`src/rtl/uart_tx_8n1.sv`:
```
// 8N1 UART transmitter with a one-byte holding register for gapless back-to-back frames.
// state | meaning: IDLE line high | START start bit | DATA 8 data bits LSB first | STOP stop bit(s)
module uart_tx_8n1 #(
  parameter int CLKS_PER_BIT = 434,
  parameter int STOP_BITS    = 1
) (
  input  logic       iCLK_50,
  input  logic       iRST,
  input  logic [7:0] iDATA,
  input  logic       iVALID,
  output logic       oREADY,
  output logic       oUART_TXD,
  output logic       oBUSY
);

  localparam int CW = (CLKS_PER_BIT > 1) ? $clog2(CLKS_PER_BIT) : 1;
  localparam logic [CW-1:0] CNT_LAST = CW'(CLKS_PER_BIT - 1);
  localparam logic STOP_LAST = (STOP_BITS == 2) ? 1'b1 : 1'b0;

  typedef enum logic [1:0] {S_IDLE, S_START, S_DATA, S_STOP} state_t;

  state_t        state;
  logic [CW-1:0] baud_cnt;
  logic [2:0]    bit_idx;
  logic          stop_idx;
  logic [7:0]    shift;
  logic [7:0]    hold;
  logic          hold_full;
  logic          bit_done;

  assign bit_done = (baud_cnt == CNT_LAST);
  assign oBUSY    = (state != S_IDLE) || hold_full;

  always_ff @(posedge iCLK_50 or posedge iRST) begin
    if (iRST) begin
      state     <= S_IDLE;
      oUART_TXD <= 1'b1;
      oREADY    <= 1'b1;
      hold_full <= 1'b0;
      hold      <= 8'h00;
      shift     <= 8'h00;
      baud_cnt  <= '0;
      bit_idx   <= 3'd0;
      stop_idx  <= 1'b0;
    end else begin
      // oREADY mirrors !hold_full, so accept and drain never share an edge
      if (iVALID && oREADY) begin
        hold      <= iDATA;
        hold_full <= 1'b1;
        oREADY    <= 1'b0;
      end

      case (state)
        S_IDLE: begin
          oUART_TXD <= 1'b1;
          baud_cnt  <= '0;
          if (hold_full) begin
            shift     <= hold;
            hold_full <= 1'b0;
            oREADY    <= 1'b1;
            bit_idx   <= 3'd0;
            stop_idx  <= 1'b0;
            oUART_TXD <= 1'b0;
            state     <= S_START;
          end
        end

        S_START: begin
          if (bit_done) begin
            baud_cnt  <= '0;
            bit_idx   <= 3'd0;
            oUART_TXD <= shift[0];
            state     <= S_DATA;
          end else begin
            baud_cnt <= baud_cnt + 1'b1;
          end
        end

        S_DATA: begin
          if (bit_done) begin
            baud_cnt <= '0;
            if (bit_idx == 3'd7) begin
              stop_idx  <= 1'b0;
              oUART_TXD <= 1'b1;
              state     <= S_STOP;
            end else begin
              bit_idx   <= bit_idx + 3'd1;
              shift     <= {1'b0, shift[7:1]};
              oUART_TXD <= shift[1];
            end
          end else begin
            baud_cnt <= baud_cnt + 1'b1;
          end
        end

        S_STOP: begin
          if (bit_done) begin
            baud_cnt <= '0;
            if (stop_idx != STOP_LAST) begin
              stop_idx <= 1'b1;
            end else if (hold_full) begin
              // next start bit directly follows the last stop cycle
              shift     <= hold;
              hold_full <= 1'b0;
              oREADY    <= 1'b1;
              bit_idx   <= 3'd0;
              stop_idx  <= 1'b0;
              oUART_TXD <= 1'b0;
              state     <= S_START;
            end else begin
              oUART_TXD <= 1'b1;
              state     <= S_IDLE;
            end
          end else begin
            baud_cnt <= baud_cnt + 1'b1;
          end
        end

        default: begin
          oUART_TXD <= 1'b1;
          state     <= S_IDLE;
        end
      endcase
    end
  end

endmodule

```
`config.mk`:
```
export PLATFORM = sky130hd
export DESIGN_NAME = uart_tx_8n1
export DESIGN_NICKNAME = d
export VERILOG_FILES = /design/src/rtl/uart_tx_8n1.sv
export SDC_FILE = /design/constraint.sdc
export NUM_CORES = 1
export LEC_CHECK = 0
export ABC_CLOCK_PERIOD_IN_PS = 2350
export BUFFER_PORTS_ARGS = -buffer_cell sky130_fd_sc_hd__buf_2
export CORE_AREA = 2 2 60 62
export CTS_CLUSTER_SIZE = 10
export DETAILED_ROUTE_END_ITERATION = 10
export DIE_AREA = 0 0 62 64
export GPL_TIMING_DRIVEN = 0
export PLACE_DENSITY_LB_ADDON = 0.1
export SLEW_MARGIN = 40
export SYNTH_ARGS = -nofsm -noshare
export SYNTH_HDL_FRONTEND = slang
export SYNTH_SLANG_ARGS = --single-unit
```
`constraint.sdc`:
```
create_clock -name iCLK_50 -period 2.35 [get_ports iCLK_50]
set_input_delay 0.235 -clock iCLK_50 [delete_from_list [all_inputs] [get_ports iCLK_50]]
set_output_delay 0.235 -clock iCLK_50 [all_outputs]
set_load 0.05 [all_outputs]
```
==> Flow_metrics.wiki, run 1 <==
{| class="wikitable"
! Metric !! Value
|-
| Result of the run || finished, final reports clean
|-
| Final Critical Period || 2.038 ns
|-
| Highest Clock Rate || 0.4906 GHz
|-
| Highest net fanout along the worst path || 7
|-
| Clk sink count || 33
|-
| Sequential element share of the synthesized area || 45.53%
|-
| I/O pin count || 14
|-
| Number of setup violations in the final report || 0
|-
| Cell total after placement || 220
|-
| Slew HR || 53.68%
|-
| Maximum VDD drop || 0.6283 mV
|-
| H-tree lvl count || 2
|-
| Most frequent standard cell in the layout excluding fill and tap cells || dfrtp_1
|-
| Count of buffers from port buffering || 13
|-
| Setup crit start kind || flop
|-
| Count of warnings emitted by yosys || 0
|-
| Number of clock buffers inserted by TritonCTS || 5
|-
| Detailed-route vias per instance || 5.716
|-
| Initial Utilization || 55.39%
|-
| Average footprint of a synthesized cell || 11.30 µm²
|-
| Hold Worst Slack || 0.1076 ns
|-
| Final nets || 203
|-
| Slowest stage delay, CP || 0.46 ns
|-
| Largest delay contributor family on the critical path || flip-flops
|-
| Max capacitance violation total || 0
|-
| Overall global routing resource usage || 20.52%
|-
| Final max-slew violation count || 0
|-
| Aggregate negative setup slack || 0 ns
|-
| Layout cell share with drive strength beyond 1 || 27.32%
|-
| Proportion of register bits with asynchronous set or reset after synthesis || 100.0%
|-
| Final hold violations || 0
|-
| Average wire length per cell after detail routing || 14.81 µm
|-
| Number of iterations in the first detailed-routing pass || 4
|-
| Synthesized cell area || 1819 µm²
|-
| Height of the die || 64 µm
|-
| Layout overhead on the synthesized area || 12.17%
|-
| Die span in x || 62 µm
|-
| Pin count of the biggest net entering global routing || 34
|-
| Utilization after layout || 62.13%
|-
| Combined buffer and inverter count along the critical path || 1
|-
| Clock transition at the registers of the reported paths || 0.11 ns
|-
| Overflow left after global routing || 0
|-
| Detailed-placement wirelength estimate || 2373 µm
|-
| Max Clock Skew || 0.01128 ns
|-
| Gate count after technology mapping || 161
|-
| RSZ-0062 raised after global routing || false
|-
| Period Utilization, post-route || 86.74%
|-
| Hold Crit Class || in -> reg
|-
| Clock Root Buffer || clkbuf_4
|-
| Cell Pwr Density || 1243 nW/µm²
|-
| Synth Net Count || 182
|-
| Clock tree from TritonCTS || yes
|-
| Flops & latches, synth || 33
|-
| Final std cells w/o fill || 229
|-
| Most frequent cells in the layout || dfrtp_1, nor2_1, buf_2, ha_1, mux2_2
|-
| Initial detailed-routing violation count || 80
|-
| Most instantiated flip-flop cell in the synthesis netlist || dfrtp_1
|-
| Global-route wire length before repair || 6016 µm
|-
| Number of enable flip-flop cells after synthesis || 0
|-
| Vias in the first global route || 1308
|-
| Startpoint-to-endpoint class of the critical path || reg -> reg
|-
| Core ar. || 3284 µm²
|-
| Leakage || 0.9325 nW
|-
| Clock insertion delay at the later pin of the skew report || 0.35 ns
|-
| Antenna violations before repair || 0
|-
| CTS resizes || 0
|-
| Crit end category || flop
|-
| Wire length reported by the detailed router || 3391 µm
|-
| Global placement routability congestion || 0.8022
|-
| Via count || 1309
|-
| Number of different library cells in the post-synthesis netlist || 40
|-
| Transition time at the pin with the least slew margin || 0.6938 ns
|-
| Number of routed nets with antenna violations || 0
|-
| Cell-by-cell trace of the critical path || inv_1 > ha_1 > o32ai_4 > and3_2 > mux2_2
|-
| Critical Path Slowest Stage Cell || dfrtp_1
|-
| Die outline area || 3968 µm²
|-
| Inserted Diodes || 0
|-
| Core Rows || 21
|-
| Data arrival time of the worst path || 2.28 ns
|-
| Required time at the worst-slack endpoint || 2.60 ns
|-
| Clk buf depth || 2
|-
| Final routed DRC violation total || 0
|}
stage by stage:
step | worst slack, ns | power, mW | area (µm²)
finish | 0.3117 | 2.536 | 2041
global route | 0.2193 | 2.725 | 2041
detailed placement | 0.3174 | 2.088 | 1942
global placement | 0.3872 | 2.034 | 1942
floorplan | 0.4767 | 1.833 | 1819
CTS | 0.3049 | 2.549 | 2041
cell usage after synthesis (all sizes together) (2+ instances only):
| cell | number | area [µm²] |
|---|---|---|
| dfrtp | 31 | 775.7 |
| nor2 | 22 | 82.58 |
| ha | 10 | 125.1 |
| mux2 | 9 | 101.4 |
| a221oi | 8 | 70.07 |
| inv | 8 | 30.03 |
| a31oi | 7 | 43.79 |
| mux2i | 7 | 70.07 |
| and3 | 6 | 43.80 |
| nand2 | 6 | 22.52 |
| xnor2 | 6 | 52.55 |
| a21oi | 4 | 20.02 |
| nand2b | 4 | 25.02 |
| nand3 | 4 | 20.02 |
| buf | 3 | 23.77 |
| nor3 | 3 | 15.01 |
| a221o | 2 | 20.02 |
| dfstp | 2 | 52.55 |
| o21ai | 2 | 13.76 |
sequential cells by signal (all words and copies together), names as in the netlist:
signal,flops
hold,8
oUART_TXD,1
bit_idx,3
oREADY,1
shift,8
baud_cnt,9
hold_full,1
state,2
metal layers:
metal	GRT usage (%)	vias up	share of wire, %
met2	30.21	27	46
met3	4.858	5	4.2
met4	7.181	0	1.7
li1	-	640	-
met5	0	-	0
met1	29.21	637	48
power by group:
part	switching, mW	internal, mW
Combinational	0.649	0.508
Sequential	0.144	0.772
Clock	0.210	0.253
Total	1.00	1.53
area by class of cell:
| class | count | area (µm²) |
|---|---|---|
| fillers | 292 | 1244 |
| multi-input cells | 117 | 937.1 |
| flip-flops and latches | 33 | 828.3 |
| repair buffers | 14 | 75.07 |
| well taps | 46 | 57.56 |
| clock buffers | 6 | 51.30 |
| clock inverters | 2 | 37.54 |
| inverters | 8 | 30.03 |
| plain buffers | 3 | 23.77 |
what timing repair did:
item / in CTS / in global routing
endpoints found under the hold margin: 4 / 0
endpoints found under the setup margin: 0 / 0
hold buffers: 1 / 0
buffers inserted: 0 / 0
final timing paths:
path | startpoint | endpoint | slack (ns) | cells after the start
min in group asynchronous | iRST | shift[7]$_DFFE_PP0P_ | 0.53 | 3
max in group asynchronous | iRST | bit_idx[0]$_DFFE_PP0P_ | 1.37 | 3
hold reg to reg | oUART_TXD$_DFFE_PP1P_ | oUART_TXD$_DFFE_PP1P_ | 0.52 | 2
hold / removal | iDATA[7] | hold[7]$_DFFE_PP0N_ | 0.11 | 2
setup reg to reg | state[0]$_DFFE_PP0P_ | state[1]$_DFFE_PP0P_ | 0.31 | 5
setup / recovery | state[0]$_DFFE_PP0P_ | state[1]$_DFFE_PP0P_ | 0.31 | 5
cell families (layout without fill, tap and decap cells):
family | Yosys count | after routing | share of synthesized area [%]
DFF | 33 | 33 | 45.53
AOI/OAI and AO/OA | 33 | 33 | 15.48
adders and majority gates | 10 | 10 | 6.878
muxes | 16 | 16 | 9.423
and+or+nand+nor | 51 | 51 | 16.37
xor gates and xnor gates | 7 | 7 | 3.370
buffers and inverters | 11 | 33 | 2.957
No activity file was read; power rests on OpenSTA's default activity.
==> inputs of run 2 (changes only) <==
--- a/config.mk
+++ b/config.mk
@@ -5,12 +5,12 @@
 export SDC_FILE = /design/constraint.sdc
 export NUM_CORES = 1
 export LEC_CHECK = 0
-export ABC_CLOCK_PERIOD_IN_PS = 2350
+export ABC_CLOCK_PERIOD_IN_PS = 2400
 export BUFFER_PORTS_ARGS = -buffer_cell sky130_fd_sc_hd__buf_2
-export CORE_AREA = 2 2 60 62
+export CORE_AREA = 2 2 69 52
 export CTS_CLUSTER_SIZE = 10
 export DETAILED_ROUTE_END_ITERATION = 10
-export DIE_AREA = 0 0 62 64
+export DIE_AREA = 0 0 71 54
 export GPL_TIMING_DRIVEN = 0
 export PLACE_DENSITY_LB_ADDON = 0.1
 export SLEW_MARGIN = 40
==> constraint.sdc (replaced) <==
create_clock -name iCLK_50 -period 2.4 [get_ports iCLK_50]
set_input_delay 0.24 -clock iCLK_50 [delete_from_list [all_inputs] [get_ports iCLK_50]]
set_output_delay 0.24 -clock iCLK_50 [all_outputs]
set_load 0.05 [all_outputs]
==> run 2 against run 1 <==
Hold slack worse by 0.056 ns. Total power fell by 1.6%. Via count is 0.23% higher. Sequential share of layout area is 0.10 points higher. Die area fell by 3.4%. Fmax fell by 1.1%.
==> Flow_metrics.wiki, run 2 (synthesis gave the netlist of run 1 again) <==
{| class="wikitable"
! Metric !! Value
|-
| Result of the run || finished, final reports clean
|-
| Wire length reported by the detailed router || 3375 µm (-0.47%)
|-
| Layout Cell Area excl Fill || 2036 µm² (-0.25%)
|-
| Vias in the first global route || 1188 (-9.2%)
|-
| Height of the die || 54 µm (-16%)
|-
| Inserted Diodes || 0 (unchanged)
|-
| Count of buffers added by post-CTS timing repair for setup || 0 (unchanged)
|-
| Number of setup violations in the final report || 0 (unchanged)
|-
| Number of clock buffers inserted by TritonCTS || 5 (unchanged)
|-
| Overflow left after global routing || 0 (unchanged)
|-
| Final Critical Period || 2.062 ns (+0.02351 ns)
|-
| Hold-fix buffer count after cts || 0 (-1)
|-
| Average wire length per cell after detail routing || 15.20 µm (+2.7%)
|-
| Most frequent standard cell in the layout excluding fill and tap cells || dfrtp_1
|-
| Most frequent cells in the layout || dfrtp_1, nor2_1, buf_2, ha_1, mux2_2
|-
| Clock insertion delay at the later pin of the skew report || 0.28 ns (-0.07 ns)
|-
| Pin count of the biggest net entering global routing || 34 (unchanged)
|-
| Cell Pwr Density || 1226 nW/µm² (-1.3%)
|-
| Utilization after layout || 62.34% (+0.20 points)
|-
| Final nets || 202 (-0.49%)
|-
| Clock tree from TritonCTS || yes
|-
| Global-route wire length before repair || 5595 µm (-7.0%)
|-
| Detailed-route vias per instance || 5.910 (+3.4%)
|-
| Initial Utilization || 55.71% (+0.32 points)
|-
| Layout overhead on the synthesized area || 11.90%
|-
| Final hold violations || 0 (unchanged)
|-
| Leakage || 0.9381 nW (+0.60%)
|-
| Transition time at the pin with the least slew margin || 0.6777 ns (-0.01611 ns)
|-
| Clock Root Buffer || clkbuf_8
|-
| Antenna violations before repair || 0 (unchanged)
|-
| Slew HR || 54.75% (+1.1 points)
|-
| Die outline area || 3834 µm² (-3.4%)
|-
| Setup WS pre-CTS || 0.3878 ns (+0.07035 ns)
|-
| Number of iterations in the first detailed-routing pass || 4 (unchanged)
|-
| Crit end category || flop
|-
| Die span in x || 71 µm (+15%)
|-
| Core Rows || 18 (-14%)
|-
| Post-layout worst setup margin || 0.3382 ns (+0.02649 ns)
|-
| Data arrival time of the worst path || 2.23 ns (-0.05 ns)
|-
| H-tree lvl count || 2 (unchanged)
|-
| Clock transition at the registers of the reported paths || 0.07 ns (-0.04 ns)
|-
| CTS resizes || 0 (unchanged)
|-
| Highest Clock Rate || 0.4850 GHz (-1.1%)
|-
| Clk buf depth || 2 (unchanged)
|-
| Hold Crit Class || in -> async
|-
| Clk sink count || 33 (unchanged)
|-
| Required time at the worst-slack endpoint || 2.57 ns (-0.03 ns)
|-
| Power, Total || 2.496 mW (-1.6%)
|-
| Highest net fanout along the worst path || 7 (unchanged)
|-
| Biggest register || baud_cnt
|-
| Global placement routability congestion || 0.7835 (-2.3%)
|-
| I/O pin count || 14 (unchanged)
|-
| Count of buffers from port buffering || 13 (unchanged)
|-
| Flip-flop count of the largest register after layout || 9 (unchanged)
|-
| RSZ-0062 raised after global routing || false
|-
| Maximum VDD drop || 0.6879 mV (+9.5%)
|-
| Max Clock Skew || 0.003584 ns (-0.007696 ns)
|-
| Startpoint-to-endpoint class of the critical path || reg -> reg
|-
| Setup crit start kind || flop
|-
| Cell area after placement || 1934 µm² (-0.39%)
|-
| Layout cell share with drive strength beyond 1 || 27.47% (+0.15 points)
|-
| Registers with the most flip-flops || baud_cnt (9), hold (8), shift (8)
|-
| Via count || 1312 (+0.23%)
|-
| Period Utilization, post-route || 85.91% (-0.83 points)
|-
| Final routed DRC violation total || 0 (unchanged)
|-
| Final max-slew violation count || 0 (unchanged)
|-
| R2R depth || 5 (unchanged)
|-
| Number of routed nets with antenna violations || 0 (unchanged)
|-
| Max capacitance violation total || 0 (unchanged)
|-
| Initial detailed-routing violation count || 80 (unchanged)
|-
| Core ar. || 3266 µm² (-0.57%)
|-
| Detailed-placement wirelength estimate || 2411 µm (+1.6%)
|-
| Aggregate negative setup slack || 0 ns (unchanged)
|-
| Final-layout fill cell count || 276 (-5.5%)
|-
| Overall global routing resource usage || 19.90% (-0.62 points)
|}
==> run 2: changes by cell type in the layout (fill, tap and decap cells not counted) <==
cell / change
dlygate4sd3_1: -1
clkbuf_8: +6
clkinv_2: +1
clkinvlp_4: -1
bufinv_16: -1
clkbuf_4: -5
==> run 2: final timing paths <==
kind / to / from / slack (ns)
worst max-delay path: state[1]$_DFFE_PP0P_ / state[0]$_DFFE_PP0P_ / 0.34
worst min-delay path: hold[5]$_DFFE_PP0N_ / iRST / 0.05
worst max register to register: state[1]$_DFFE_PP0P_ / state[0]$_DFFE_PP0P_ / 0.34
worst min register to register: shift[7]$_DFFE_PP0P_ / hold[7]$_DFFE_PP0N_ / 0.51
max in group asynchronous: state[0]$_DFFE_PP0P_ / iRST / 1.90
min in group iCLK_50: hold[2]$_DFFE_PP0N_ / iDATA[2] / 0.18
==> run 2: per-stage QoR <==
stage | cells | hold slack, ns
2_1_floorplan | 161 | 0.3674
3_3_place_gp | 214 | 0.4702
3_5_place_dp | 214 | 0.3827
4_1_cts | 222 | 0.07604
5_1_grt | 222 | 0.1098
6_report | 222 | 0.05196
==> run 2: layout make-up <==
type / count / area, µm² / share of cell area, %
multi-input cells: 117 / 937.1 / 46.04
flip-flops and latches: 33 / 828.3 / 40.69
clock buffers: 7 / 96.34 / 4.733
repair buffers: 13 / 65.06 / 3.196
well taps: 40 / 50.05 / 2.459
inverters: 8 / 30.03 / 1.475
plain buffers: 3 / 23.77 / 1.168
clock inverters: 1 / 5.005 / 0.2459
==> run 2: report_power, final <==
part | internal [mW] | switching [mW]
logic | 0.496 | 0.648
clock network | 0.259 | 0.196
registers | 0.758 | 0.139
total | 1.51 | 0.983
==> run 2: metal layers <==
layer | up-vias | GRT usage (%) | part of all wire, %
met5 | - | 0 | 0
met4 | 0 | 8.491 | 1.8
met3 | 5 | 6.929 | 5.9
met2 | 30 | 30.22 | 46
met1 | 646 | 26.20 | 46
li1 | 631 | - | -
==> run 2: worst max-delay path: stages, from the launching register on <==
cell and delay (ns):
dfrtp_1 0.45, inv_1 0.13, ha_1 0.30, o32ai_4 0.46
and3_2 0.28, mux2_2 0.33
